### config.mk
export PLATFORM = sky130hd
export DESIGN_NAME = flog_arbiter
export DESIGN_NICKNAME = d
export VERILOG_FILES = /design/src/rtl/flog_pkg.sv /design/src/rtl/flog_arbiter_rr_picker.sv /design/src/rtl/flog_arbiter.sv
export SDC_FILE = /design/constraint.sdc
export NUM_CORES = 1
export LEC_CHECK = 0
export CAP_MARGIN = 20
export CORE_MARGIN = 5
export CORE_UTILIZATION = 30
export CTS_CLUSTER_DIAMETER = 100
export CTS_CLUSTER_SIZE = 25
export DETAILED_ROUTE_END_ITERATION = 12
export PLACE_DENSITY_LB_ADDON = 0.2
export SLEW_MARGIN = 20
export SYNTH_ARGS = -nofsm -noshare
export SYNTH_HDL_FRONTEND = slang
export SYNTH_SLANG_ARGS = --single-unit
### constraint.sdc
create_clock -name clk -period 3.3 [get_ports clk]
set_input_delay 0.495 -clock clk [delete_from_list [all_inputs] [get_ports clk]]
set_output_delay 0.495 -clock clk [all_outputs]
set_load 0.02 [all_outputs]
### src/rtl/flog_pkg.sv
// flog_pkg
// Shared definitions for the flog datapath and its requester arbiter.
// Holds the bfloat16 field widths, the arbiter's default operand width and
// result-wait budget, and the arbiter FSM state type.
// Optional feature macro used by flog_arbiter: FLOG_ARB_TIMEOUT_EN.
package flog_pkg;

  localparam int EXP_WIDTH        = 8;
  localparam int FRACT_WIDTH      = 7;
  localparam int FLOG_DW          = 1 + EXP_WIDTH + FRACT_WIDTH;
  localparam int FLOG_TIMEOUT_CYC = 64;

  typedef enum logic [1:0] {
    IDLE  = 2'd0,
    ISSUE = 2'd1,
    WAIT  = 2'd2,
    RESP  = 2'd3
  } flog_state_e;

endpackage

### src/rtl/flog_arbiter_rr_picker.sv
// rr_picker
// Combinational round-robin winner selection: the first valid requester at
// or after the pointer, wrapping around the vector.
// Ports:
//   valid  in   N          request vector
//   ptr    in   clog2(N)   highest-priority index this cycle
//   grant  out  N          one-hot winner (all zero when nothing is valid)
//   idx    out  clog2(N)   binary index of the winner
//   any    out  1          at least one request is valid
module rr_picker #(
  parameter int N = 4
) (
  input  logic [N-1:0]         valid,
  input  logic [$clog2(N)-1:0] ptr,
  output logic [N-1:0]         grant,
  output logic [$clog2(N)-1:0] idx,
  output logic                 any
);

  localparam int IW = $clog2(N);

  logic [IW-1:0] cand;

  // Scan from the farthest offset down to the pointer itself so that the
  // last hit, which is the one that sticks, is the closest to the pointer.
  always_comb begin
    grant = '0;
    idx   = '0;
    any   = 1'b0;
    cand  = '0;
    for (int off = N - 1; off >= 0; off--) begin
      cand = IW'((int'(ptr) + off) % N);
      if (valid[cand]) begin
        grant       = '0;
        grant[cand] = 1'b1;
        idx         = cand;
        any         = 1'b1;
      end
    end
  end

endmodule

### src/rtl/flog_arbiter.sv
// flog_arbiter
// Shares one flog datapath among NUM_REQ requesters, one operation at a
// time: grant (round-robin), issue a start pulse, wait for the result, then
// hold the response until the consumer takes it.
// Ports:
//   clk, rst_n                 clock, asynchronous active-low reset
//   req_valid_i / req_data_i   per-requester operand (slice k = requester k)
//   req_ready_o                one-hot accept, only in IDLE
//   dp_valid_o / dp_data_o     start pulse and held operand to the datapath
//   dp_valid_i / dp_result_i   datapath result pulse (ignored outside WAIT)
//   rsp_valid_o/_id_o/_data_o/_err_o, rsp_ready_i   response handshake
//   busy_o                     high whenever not IDLE
// Macro FLOG_ARB_TIMEOUT_EN: when defined, WAIT gives up after TIMEOUT_CYC
// cycles and returns an error response with zero data.
module flog_arbiter
  import flog_pkg::*;
#(
  parameter int NUM_REQ     = 4,
  parameter int DW          = FLOG_DW,
  parameter int TIMEOUT_CYC = FLOG_TIMEOUT_CYC
) (
  input  logic                       clk,
  input  logic                       rst_n,
  input  logic [NUM_REQ-1:0]         req_valid_i,
  input  logic [NUM_REQ*DW-1:0]      req_data_i,
  output logic [NUM_REQ-1:0]         req_ready_o,
  output logic                       dp_valid_o,
  output logic [DW-1:0]              dp_data_o,
  input  logic                       dp_valid_i,
  input  logic [DW-1:0]              dp_result_i,
  output logic                       rsp_valid_o,
  output logic [$clog2(NUM_REQ)-1:0] rsp_id_o,
  output logic [DW-1:0]              rsp_data_o,
  output logic                       rsp_err_o,
  input  logic                       rsp_ready_i,
  output logic                       busy_o
);

  localparam int IW = $clog2(NUM_REQ);

  flog_state_e       state;
  flog_state_e       next_state;
  logic [IW-1:0]     rr_ptr;
  logic [IW-1:0]     op_id;
  logic [DW-1:0]     op_data;
  logic [DW-1:0]     rsp_data;
  logic [NUM_REQ-1:0] pick_grant;
  logic [IW-1:0]     pick_idx;
  logic              pick_any;
  logic              timed_out;
  logic              grant_now;

  rr_picker #(.N(NUM_REQ)) u_picker (
    .valid (req_valid_i),
    .ptr   (rr_ptr),
    .grant (pick_grant),
    .idx   (pick_idx),
    .any   (pick_any)
  );

  assign grant_now = (state == IDLE) && pick_any;

`ifdef FLOG_ARB_TIMEOUT_EN
  localparam int CW = $clog2(TIMEOUT_CYC + 1);

  logic [CW-1:0] tmo_cnt;
  logic          rsp_err;

  // Counts WAIT cycles; the last allowed WAIT cycle is TIMEOUT_CYC-1 so the
  // FSM spends exactly TIMEOUT_CYC cycles in WAIT before giving up.
  always_ff @(posedge clk or negedge rst_n) begin
    if (!rst_n) begin
      tmo_cnt <= '0;
    end else if (state == WAIT) begin
      tmo_cnt <= tmo_cnt + 1'b1;
    end else begin
      tmo_cnt <= '0;
    end
  end

  assign timed_out = (state == WAIT) && !dp_valid_i &&
                     (tmo_cnt == CW'(TIMEOUT_CYC - 1));

  // Error flag travels with the captured response.
  always_ff @(posedge clk or negedge rst_n) begin
    if (!rst_n) begin
      rsp_err <= 1'b0;
    end else if (state == WAIT) begin
      if (dp_valid_i) begin
        rsp_err <= 1'b0;
      end else if (timed_out) begin
        rsp_err <= 1'b1;
      end
    end
  end
`else
  assign timed_out = 1'b0;
`endif

  // State register.
  always_ff @(posedge clk or negedge rst_n) begin
    if (!rst_n) begin
      state <= IDLE;
    end else begin
      state <= next_state;
    end
  end

  // Next-state logic.
  always_comb begin
    next_state = state;
    unique case (state)
      IDLE:  if (pick_any) next_state = ISSUE;
      ISSUE: next_state = WAIT;
      WAIT:  if (dp_valid_i || timed_out) next_state = RESP;
      RESP:  if (rsp_ready_i) next_state = IDLE;
      default: next_state = IDLE;
    endcase
  end

  // Operand/owner capture at grant, pointer advance past the winner, and
  // result capture in WAIT. A timeout forces the response data to zero.
  always_ff @(posedge clk or negedge rst_n) begin
    if (!rst_n) begin
      rr_ptr   <= '0;
      op_id    <= '0;
      op_data  <= '0;
      rsp_data <= '0;
    end else begin
      if (grant_now) begin
        op_id   <= pick_idx;
        op_data <= req_data_i[pick_idx*DW +: DW];
        rr_ptr  <= (pick_idx == IW'(NUM_REQ - 1)) ? '0 : pick_idx + 1'b1;
      end
      if (state == WAIT) begin
        if (dp_valid_i) begin
          rsp_data <= dp_result_i;
        end else if (timed_out) begin
          rsp_data <= '0;
        end
      end
    end
  end

  // Outputs decoded from state; response fields read zero outside RESP.
  always_comb begin
    req_ready_o = (state == IDLE) ? pick_grant : '0;
    dp_valid_o  = (state == ISSUE);
    dp_data_o   = op_data;
    busy_o      = (state != IDLE);
    rsp_valid_o = (state == RESP);
    rsp_id_o    = (state == RESP) ? op_id : '0;
    rsp_data_o  = (state == RESP) ? rsp_data : '0;
`ifdef FLOG_ARB_TIMEOUT_EN
    rsp_err_o   = (state == RESP) && rsp_err;
`else
    rsp_err_o   = 1'b0;
`endif
  end

endmodule

# After elaboration in Yosys (flattened, before gate mapping)
# Index checks and enable logic that the tools add are counted.
# W data, S select, Z words.
[classes]
order_cmp = 8
add_sub_neg = 4
n_shift = 1
reduce_logical = 9
n_eq_ne = 7
mux = 36
[ops]
columns = ["cell", "n"]
rows = [
  ["$shiftx A64 B7 Y16", 1],
  ["$mux W4", 5],
  ["$mux W2", 9],
  ["$mux W16", 1],
  ["$lt A2 B3 Y1 const B", 4],
  ["$mux W1", 12],
  ["$bmux W1 S2", 4],
  ["$demux W1 S2", 4],
  ["$ge A2 B1 Y1 const B", 4],
  ["$pmux W2 S4", 1],
  ["$eq A2 B2 Y1 const B", 3],
  ["$logic_and A1 B1 Y1", 5],
  ["$add A2 B1 Y2 const B", 2],
  ["$add A2 B2 Y2 const B", 2],
  ["$ne A2 B2 Y1 const B", 2],
  ["$reduce_and A3 Y1", 1],
  ["$eq A2 B1 Y1 const B", 1],
  ["$logic_not A2 Y1", 1],
  ["$ne A2 B1 Y1 const B", 1],
  ["$reduce_and A2 Y1", 1],
  ["$reduce_bool A2 Y1", 1],
]
[word_totals]
output_inout_bits = 42
regBits = 38
input_bits = 88
word_cells = 70

# Longest topological paths before layout
[depth]
word_depth = 10
mapped_depth = 13
depth_no_buf = 8

# Cells and area by module
# A second synthesis with hierarchy kept.
[unflattened]
hier_cells = 240
hier_area_um2 = 2562.5
[by_module_without_submodules]
columns = ["mod", "area_each_um2", "instances", "seq_area_each_um2", "cells_each"]
rows = [
  ["flog_arbiter", 2053.2, 1, 950.9, 179],
  ["rr_picker", 509.2, 1, 0.0, 61],
]

# Worst setup path after synthesis
# No wires, ideal clock.
[synth_timing]
path_type = "reg2out"
from = "register rr_ptr[0]"
to = "output port req_ready_o[0]"
t_required_ns = 2.805
arrival_ns = 2.648
path_stages_with_launch = 12
setup_slack_ns = 0.157
cell_sequence = "dfrtp_1 > buf_6 > buf_6 > inv_1 > ha_1 > clkbuf_1 > nand2b_1 > nand2_1 > o21ai_0 > nor2_1 > or3_1 > a21oi_1"
[synth_between]
elab_chain_len = 10
word_cells_on_any_way = 36
classes_between = "add/sub (3); order compare (8); mux (21); reduce/logical (4)"
[synth_lines]
columns = ["item", "line", "rtl"]
rows = [
  ["start: declaration", "flog_arbiter.sv:43", "logic [IW-1:0] rr_ptr;"],
  ["start signal: assignment", "flog_arbiter.sv:133", "rr_ptr <= (pick_idx == IW'(NUM_REQ - 1)) ? '0 : pick_idx + 1'b1;"],
  ["$add A2 B2 Y2", "flog_arbiter_rr_picker.sv:32", "cand = IW'((int'(ptr) + off) % N);"],
  ["$lt A2 B3 Y1 (not written as such) / $ge A2 B1 Y1 (equally long branches)", "flog_arbiter_rr_picker.sv:35", "grant[cand] = 1'b1;"],
  ["$logic_and A1 B1 Y1 (not written as such)", "flog_arbiter_rr_picker.sv:35", ""],
  ["$mux W1 (not written as such)", "flog_arbiter_rr_picker.sv:35", ""],
  ["$demux W1 S2", "-", ""],
  ["$mux W4 (3 in series)", "flog_arbiter_rr_picker.sv:33", "if (valid[cand]) begin"],
  ["$mux W4 (*)", "flog_arbiter_rr_picker.sv:33", ""],
  ["$mux W4 (*)", "flog_arbiter.sv:147", "req_ready_o = (state == IDLE) ? pick_grant : '0;"],
  ["end: declaration", "flog_arbiter.sv:26", "output logic [NUM_REQ-1:0] req_ready_o,"],
]
# Mark *: on every way between the ends. The rest lies on a longest branch, timed or not. The select of a mux whose other input is x is not followed.

# Worst setup path after layout
[layout_timing]
from = "input port req_valid_i[1]"
to = "output port req_ready_o[3]"
[layout_between]
elab_chain_len = 7
word_cells_on_any_way = 13
classes_between = "mux (13)"
[layout_lines]
columns = ["item", "line", "rtl"]
rows = [
  ["start: declaration", "flog_arbiter.sv:24", "input logic [NUM_REQ-1:0] req_valid_i,"],
  ["$bmux W1 S2", "flog_arbiter_rr_picker.sv:33", ""],
  ["$mux W1 (not written as such)", "flog_arbiter_rr_picker.sv:33", ""],
  ["$mux W4 (3 in series)", "flog_arbiter_rr_picker.sv:33", ""],
  ["$mux W4 (*)", "flog_arbiter_rr_picker.sv:33", ""],
  ["$mux W4 (*)", "flog_arbiter.sv:147", ""],
]
# Marks and branches as above.

==> run metrics <==
initial antenna violation count 0; Fin. Hold Viols 0; Antenna diodes 0; PnR Total Power between 3 and 4 mW; Mapped Nets roughly 360; hpwl dp around 5900 um; setup bufs post-CTS 0; Tmin final 3.16 ns; chip width between 100 and 150 um; Post-synth EDFFs 0; pwr dens 947 nW/um^2; largest net degree at the start of global routing 39; Clk Tree Root Cell clkbuf_8; Data required, critical path around 2.8 ns; Rel. slew slack between 40% and 50%; via count 2411; clock buffer depth 2; Cell Area, Synth ~2600 sq um; drt total wl between 7000 and 8000 um; Max VDD drop ~380 uV; Synth cell types 37; CP Class in2out; Slew Viols, Final 0; TritonRoute pass-1 iters 4; outcome complete, no violations; DR vias/cell just under 5; Area Overhead vs Synth 59.3%; max-cap violations 0; area leader, netlist dfrtp_1; part of the Yosys area used for sequential elements between 30% and 40%; later-pin clock latency in the skew report roughly 0.29 ns; CTS H-Tree Depth 2; critical path arrival around 2.7 ns; TritonCTS Buffers 5; vias in the first global route between 2k and 3k; Placer Congestion between 0.7 and 0.8; Die ar. around 11000 sq um; DRC Markers 0; initial core utilization a little under a third; std cell rows 34; Core Region about 8600 sq um; RSZ-0062 raised after global routing false; CTS tree done; die span in y slightly above 100 um; post-synth top area share a little over a third; Post-DRT Antenna Nets 0; first-pass GRT wire length between 10000 and 15000 um; WL/cell between 15 and 20 um; Fill cells between 800 and 900; clk sink count 38; synth top area cells dfrtp_1, mux2i_1, mux2_2, ha_1, nand2_1; most used flip-flop cell after synthesis dfrtp_1; Starting DRT DRC Count 86; crit end category output port; crit-path max FO 4; Sequential Area roughly 950 sq um; number of setup violations in the final report 0; Peak Freq ~320 MHz; Mapped Cells roughly 260; Remaining Overflow, GRT 0; synth warn 0; Setup Skew ~0.0048 ns; GRT Overall Usage 14.4%; Boundary Pins between 100 and 150; Worst-Margin Slew between 0.8 and 0.9 ns; asr flop ratio synth 100%; Worst Setup Start Kind primary input; HP Class in2async; crit share post-route between 90% and 100%; share of post-route cells with drive strength above 1 12.9%; setup tns final 0 ns; nets@finish slightly below 500; clk slew on worst S/H paths around 0.08 ns; multi-input logic area roughly 1500 sq um; Post-Syn Area per Cell a little over 10 sq um; Yosys reg bits 38; leakage about 1.8 nW; Port Buffers between 100 and 150
state kept, by name, summed over array words and instances, names as in the netlist:
signal	count
dp_data_o	16
rr_ptr	2
op_id	2
rsp_data	16
state	2
cell families (layout without fill, tap and decap cells):
kind of cell / after synthesis / count (layout) / share of synthesized area, %
AO/OA/AOI/OAI: 45 / 45 / 12.9
XOR/XNOR: 1 / 1 / 0.336
adder cells (fa/ha/maj): 12 / 12 / 5.75
buffers and inverters: 27 / 158 / 5.75
flip-flops: 38 / 38 / 36.4
multiplexers: 59 / 59 / 24.5
other: 1 / 1 / 0.144
AND/OR/NAND/NOR: 74 / 74 / 14.1
where the power goes:
group          internal [mW]  leakage, nW  switching [mW]
Clock                  0.303       0.0683           0.180
Combinational           1.27         1.25            1.36
Sequential             0.709        0.460           0.115
Total                   2.28         1.78            1.66
area by class of cell:
class | instances | share of cell area (%)
Sequential cell | 38 | 22.9
Tap cell | 108 | 3.25
Clock inverter | 3 | 1.65
Multi-Input combinational cell | 192 | 36.8
Timing Repair Buffer | 142 | 33.1
Clock buffer | 5 | 1.65
Inverter | 8 | 0.722
cells in the mapped netlist, types with 2 or more instances:
cell,n
dfrtp_1,38
mux2i_1,37
nand2_1,35
mux2_2,20
and2_1,18
o221ai_1,15
ha_1,12
clkbuf_1,9
inv_1,8
nor2_1,8
a21oi_1,7
a221oi_1,6
buf_6,5
o21ai_0,5
or3_1,4
nand2b_1,3
buf_2,2
buf_4,2
mux4_2,2
nor2b_1,2
o211ai_1,2
o21ai_1,2
final timing paths:
path,start,endpoint,slack [ns],depth (start not counted)
max in group asynchronous,rst_n,op_id[0]$_DFFE_PN0P_,2.43,1
worst min register to register,op_id[1]$_DFFE_PN0P_,op_id[1]$_DFFE_PN0P_,0.47,2
worst min-delay path,rst_n,dp_data_o[7]$_DFFE_PN0P_,0.32,1
worst max register to register,rr_ptr[0]$_DFFE_PN0P_,dp_data_o[5]$_DFFE_PN0P_,0.50,8
worst max-delay path,req_valid_i[1],req_ready_o[3],0.14,7
min in group clk,op_id[1]$_DFFE_PN0P_,op_id[1]$_DFFE_PN0P_,0.47,2
layer usage:
metal,global-route usage (%),vias up,part of all wire (%)
li1,-,1175,-
met1,17.8,1144,41
met4,4.78,0,1.9
met3,5.37,10,8.0
met5,0,-,0
met2,23.3,82,49
critical path, cell delays in order:
cell	delay, ns
clkdlybuf4s50_1	0.43
mux4_2	0.53
a211oi_4	0.26
a221oi_1	0.12
or3_1	0.32
a21oi_1	0.17
dlygate4sd2_1	0.35
per-stage QoR:
| stage | cells | worst slack, ns | area [sq um] | hold WS [ns] | utilization (%) |
|---|---|---|---|---|---|
| floorplan | 257 | 0.157 | 2610 | 0.199 | - |
| detailed placement | 488 | -0.185 | 4010 | 0.460 | 46.6 |
| finish | 496 | 0.142 | 4160 | 0.317 | 48.4 |
| global route | 496 | 0.0520 | 4160 | 0.397 | 48.4 |
| global placement | 488 | -0.175 | 4010 | 0.458 | 46.6 |
| CTS | 496 | 0.119 | 4150 | 0.350 | 48.3 |
cell usage in the layout (no fill, tap or decap), drive strengths merged, types with 4 or more instances in the layout:
cell | netlist | final
a21oi | 7 | 7
nor2 | 8 | 8
mux2 | 20 | 20
buf | 9 | 15
a221oi | 6 | 6
dlygate4sd2 | 0 | 4
ha | 12 | 12
o21ai | 8 | 8
o221ai | 15 | 15
or3 | 4 | 4
inv | 8 | 8
and2 | 18 | 18
clkdlybuf4s50 | 0 | 123
nand2 | 36 | 36
mux2i | 37 | 37
dfrtp | 38 | 38
clkbuf | 10 | 5
repair_timing:
action | CTS | global route
gates cloned | 0 | 0
gates resized for setup | 7 | 1
endpoints found under the hold margin | 0 | 0
setup endpoints to repair | 4 | 1
hold buffers | 0 | 0
Power figures use the tool's default switching activity.
